<file path="src/rtl/sysid_probe_ctrl.sv">
// rtl/sysid_probe_ctrl.sv - Avalon-MM read master that checks sysid ID/timestamp words
// Reads address 0 then 1, compares against expected values, retries whole sequence on slave timeout.
module sysid_probe_ctrl #(
  parameter logic [31:0] EXPECTED_ID    = 32'd0,
  parameter logic [31:0] EXPECTED_TS    = 32'd1539307324,
  parameter int          TIMEOUT_CYCLES = 255,
  parameter int          MAX_RETRIES    = 3
) (
  input  logic        clock,
  input  logic        reset,
  input  logic        start,
  output logic        avm_address,
  output logic        avm_read,
  input  logic [31:0] avm_readdata,
  input  logic        avm_waitrequest,
  output logic        busy,
  output logic        done,
  output logic        pass,
  output logic [1:0]  err_code,
  output logic [31:0] id_value,
  output logic [31:0] ts_value
);

  localparam int             TW   = $clog2(TIMEOUT_CYCLES + 1);
  localparam logic [TW-1:0]  TMAX = TW'(TIMEOUT_CYCLES);
  localparam logic [3:0]     RMAX = 4'(MAX_RETRIES);

  typedef enum logic [2:0] {
    S_IDLE,
    S_RD_ID,
    S_RD_TS,
    S_BACKOFF,
    S_CHECK
  } state_t;

  state_t        r_state;
  state_t        w_next;
  logic [TW-1:0] r_tcnt;
  logic [3:0]    r_retries;
  logic          r_pass;
  logic [1:0]    r_err;
  logic [31:0]   r_id;
  logic [31:0]   r_ts;
  logic          w_accept;
  logic          w_expire;
  logic          w_retry;

  assign w_retry = (r_retries < RMAX);

  always_comb begin
    w_next      = r_state;
    avm_read    = 1'b0;
    avm_address = 1'b0;
    w_accept    = 1'b0;
    w_expire    = 1'b0;
    case (r_state)
      S_IDLE: begin
        if (start) w_next = S_RD_ID;
      end
      S_RD_ID, S_RD_TS: begin
        avm_read    = 1'b1;
        avm_address = (r_state == S_RD_TS);
        if (!avm_waitrequest) begin
          // acceptance wins even when the counter has just reached its limit
          w_accept = 1'b1;
          w_next   = (r_state == S_RD_ID) ? S_RD_TS : S_CHECK;
        end else if (r_tcnt == TMAX) begin
          w_expire = 1'b1;
          w_next   = w_retry ? S_BACKOFF : S_CHECK;
        end
      end
      S_BACKOFF: w_next = S_RD_ID;
      S_CHECK:   w_next = S_IDLE;
      default:   w_next = S_IDLE;
    endcase
  end

  assign busy     = (r_state != S_IDLE);
  assign done     = (r_state == S_CHECK);
  assign pass     = r_pass;
  assign err_code = r_err;
  assign id_value = r_id;
  assign ts_value = r_ts;

  always_ff @(posedge clock) begin
    if (reset) begin
      r_state   <= S_IDLE;
      r_tcnt    <= '0;
      r_retries <= '0;
      r_pass    <= 1'b0;
      r_err     <= 2'd0;
      r_id      <= '0;
      r_ts      <= '0;
    end else begin
      r_state <= w_next;
      // counter restarts on every state change, saturates at the limit
      if (w_next != r_state) begin
        r_tcnt <= '0;
      end else if (avm_read && avm_waitrequest && (r_tcnt != TMAX)) begin
        r_tcnt <= r_tcnt + TW'(1);
      end

      if (r_state == S_IDLE && start) begin
        r_pass    <= 1'b0;
        r_err     <= 2'd0;
        r_retries <= '0;
      end

      if (w_accept && r_state == S_RD_ID) begin
        r_id <= avm_readdata;
      end

      if (w_accept && r_state == S_RD_TS) begin
        r_ts <= avm_readdata;
        if (r_id != EXPECTED_ID) begin
          r_err  <= 2'd1;
          r_pass <= 1'b0;
        end else if (avm_readdata != EXPECTED_TS) begin
          r_err  <= 2'd2;
          r_pass <= 1'b0;
        end else begin
          r_err  <= 2'd0;
          r_pass <= 1'b1;
        end
      end

      if (w_expire) begin
        if (w_retry) begin
          r_retries <= r_retries + 4'd1;
        end else begin
          r_err  <= 2'd3;
          r_pass <= 1'b0;
        end
      end
    end
  end

endmodule

</file>
<file path="config.mk">
export PLATFORM = sky130hd
export DESIGN_NAME = sysid_probe_ctrl
export DESIGN_NICKNAME = d
export VERILOG_FILES = /design/src/rtl/sysid_probe_ctrl.sv
export SDC_FILE = /design/constraint.sdc
export NUM_CORES = 1
export LEC_CHECK = 0
export CAP_MARGIN = 20
export CORE_MARGIN = 3
export CORE_UTILIZATION = 28
export DETAILED_ROUTE_END_ITERATION = 12
export DONT_BUFFER_PORTS = 1
export SYNTH_ARGS = -nofsm -noshare
export SYNTH_HDL_FRONTEND = slang
export SYNTH_SLANG_ARGS = --single-unit
</file>
<file path="constraint.sdc">
create_clock -name clock -period 3.25 [get_ports clock]
set_input_delay 0.325 -clock clock [delete_from_list [all_inputs] [get_ports clock]]
set_output_delay 0.325 -clock clock [all_outputs]
set_load 0.02 [all_outputs]
</file>
==> flow_summary_export.csv <==
group,metric,value,unit
status,status,"finished clean",
critical_path,cp_cell_sequence,"nand2b_1 > or3_1 > buf_4 > nand2_1 > a21oi_1",
floorplan,die_w,113,microns
cts,cts_buffers,9,
global_routing,grt_max_degree,76,
global_routing,grt_pass1_vias,2642,
place,place.gp.congestion,0.846,
critical_path,rrSetupSlack,1140,ps
hold_path,holdPathStages,1,
cells_and_area,nets,430,
cells_and_area,final_cell_mix,"nand2_1, dfxtp_1, a21oi_1",
detailed_routing,wl_per_cell,16.9,microns
cts,cts.path.max_buffers,2,
timing,skew,3.53,ps
cts,numClockSinks,82,
cells_and_area,num_antenna_cells,0,
timing,slew_violations,0,
detailed_routing,avgViaCountPerCell,5.11,
logic_synthesis,synth_top_area_cell,"dfxtp_1",
logic_synthesis,synth_edf_count,0,
critical_path,timing.rr.start,"r_state[0]",
cts,clkTransAtPathRegs,60,ps
hold_path,whs_endpoint,"ts_value[1]",
cts,clkLatencyLatePin,330,ps
cts,postCtsSetupRepairBufs,0,
logic_synthesis,synth_fp_nets,442,
logic_synthesis,yosys.area.top_type_share,0.508,
timing,finalSetupTns,0,ps
cells_and_area,final_common_cell,"nand2_1",
global_routing,antenna_found_initial,0,
timing,hold_viol,0,
cells_and_area,drive_gt1_frac,0.0680,
floorplan,fp.dieH,113,microns
detailed_routing,antenna_left,0,
cells_and_area,final_core_util,0.327,
power_and_ir_drop,irDropWorstVdd,0.260,mV
logic_synthesis,synth_area_leaders,"dfxtp_1, nand2_1, a21oi_1",
detailed_routing,wl,9.09,mm
global_routing,gr-usage-all-layers,0.141,
floorplan,rows,38,
floorplan,initial_core_util,0.292,
critical_path,worstSetupPathType,"flop to flop",
critical_path,end_kind,"flop",
hold_path,worstHoldPathType,"input port to flop",
timing,worst_pin_slew,881,ps
detailed_routing,drt_iter0_markers,141,
logic_synthesis,avgSynthCellArea,8.00,sq um
timing,slew_headroom,0.412,
cts,root_buffer,"clkbuf_16",
logic_synthesis,synthArstFlopShare,0,
logic_synthesis,ys.flop_type,"dfxtp_1",
timing,setup_viol,0,
detailed_routing,drc,0,
place,placement.io_buffers,0,
logic_synthesis,ys_types,36,
place,dpl.hpwl,6.62,mm
run,cap_violations,0,
critical_path,slowest_stage,"or3_1",
timing,hold_ws,59.1,ps
logic_synthesis,netlist_instances,404,
timing,max_freq,475,MHz
global_routing,grt_pass1_wl,14.2,mm
critical_path,max_stage_delay,720,ps
cells_and_area,area_growth,12.2,%
critical_path,worstPathMaxFanout,21,
global_routing,grt-ovfl-total,0,
critical_path,cp.arrival,2360,ps
timing,fin_crit_sh,0.648,
logic_synthesis,ys_ff_latch,82,
power_and_ir_drop,p_per_area,596,nW/um^2
timing,rsz0062_at_grt,"false",
floorplan,die_area,12900,sq um
cts,htreeDepth,3,
hold_path,worstHoldStart,"reset",
detailed_routing,dr_total_vias,2742,
logic_synthesis,seq_area_frac_synth,0.508,
logic_synthesis,yosys_warnings,0,
floorplan,io_pins,107,
power_and_ir_drop,p_leak,1.16,nW
floorplan,coreArea,11100,sq um
logic_synthesis,syn_area,3230,sq um
critical_path,worst-r2r-cell-count,5,
cts,cts_resized,0,
place,dpl_cell_area,3330,sq um
critical_path,worst_setup_path_start_kind,"flop",
critical_path,r2r_end,"ts_value[18]",
timing,period_minus_slack,2110,ps
cells_and_area,fin_area,3630,sq um
critical_path,worstPathRequired,3510,ps
cts,cts_tree,"done",
detailed_routing,dr.pass1.iters,4,
cts,hold_buffers,0,
worst max-delay path: cells and delay by family, from the launching register on:
family | cells | cell delay (ps)
flip-flops | 1 | 470
AO/OA/AOI/OAI | 1 | 150
buffers and inverters | 1 | 360
AND/OR/NAND/NOR | 3 | 1040
worst max-delay path by stage:
stage                from           end  slack [ps]  depth (start not counted)
5_1_grt        r_state[0]  ts_value[21]         940                          5
3_3_place_gp   r_state[0]          pass        1190                          5
4_1_cts        r_state[0]  ts_value[18]        1110                          5
3_5_place_dp   r_state[0]  ts_value[18]        1130                          5
6_report       r_state[0]  ts_value[18]        1140                          5
2_1_floorplan   r_tcnt[0]     r_tcnt[0]        1550                          6
stage by stage:
| step | instances | setup WS [ps] | power, mW |
|---|---|---|---|
| finish | 537 | 1140 | 2.16 |
| floorplan | 404 | 1550 | 1.18 |
| CTS | 537 | 1110 | 2.19 |
| global route | 537 | 944 | 2.25 |
| detailed placement | 521 | 1130 | 1.19 |
| global placement | 521 | 1190 | 1.19 |
registers in the layout (all words and copies together), names as in the netlist:
| name | count |
|---|---|
| err_code | 2 |
| pass | 1 |
| r_tcnt | 8 |
| r_state | 3 |
| id_value | 32 |
| ts_value | 32 |
| r_retries | 4 |
Yosys cell counts (3+ instances only):
| master | number |
|---|---|
| nor3b_1 | 3 |
| nand2_1 | 136 |
| nor2_1 | 14 |
| nand4b_1 | 5 |
| nor3_1 | 6 |
| nor4_1 | 13 |
| nand3_1 | 5 |
| clkbuf_1 | 23 |
| o21ai_0 | 5 |
| nand4_1 | 6 |
| a31oi_1 | 3 |
| a21oi_1 | 66 |
| dfxtp_1 | 82 |
| xnor2_1 | 8 |
per-layer routing:
layer / global-route usage / wire, microns
met5: 0 / 0
met4: 0.0481 / 161
met3: 0.0721 / 1010
met2: 0.219 / 4170
met1: 0.170 / 3750
area by class of cell:
type | instances | area (sq um)
Clock buffer | 9 | 225
Clock inverter | 7 | 70.1
Fill cell | 1169 | 7450
Inverter | 1 | 3.75
Multi-Input combinational cell | 294 | 1480
Sequential cell | 82 | 1640
Tap cell | 140 | 175
Timing Repair Buffer | 4 | 30.0
logic make-up (layout without fill, tap and decap cells):
logic type / Yosys count / count (layout) / synth area share
flops: 82 / 82 / 0.508
xor+xnor: 8 / 8 / 0.0217
buf+inv: 28 / 21 / 0.0375
fa+ha+maj: 2 / 2 / 0.00774
mux: 3 / 3 / 0.00967
simple gates: 203 / 203 / 0.288
compound gates: 78 / 78 / 0.127
power breakdown:
part / internal [mW] / total, mW / switching (mW)
clock network: 0.591 / 0.995 / 0.403
logic: 0.0348 / 0.0962 / 0.0614
registers: 1.03 / 1.07 / 0.0448
(Power assumes the default switching activity.)
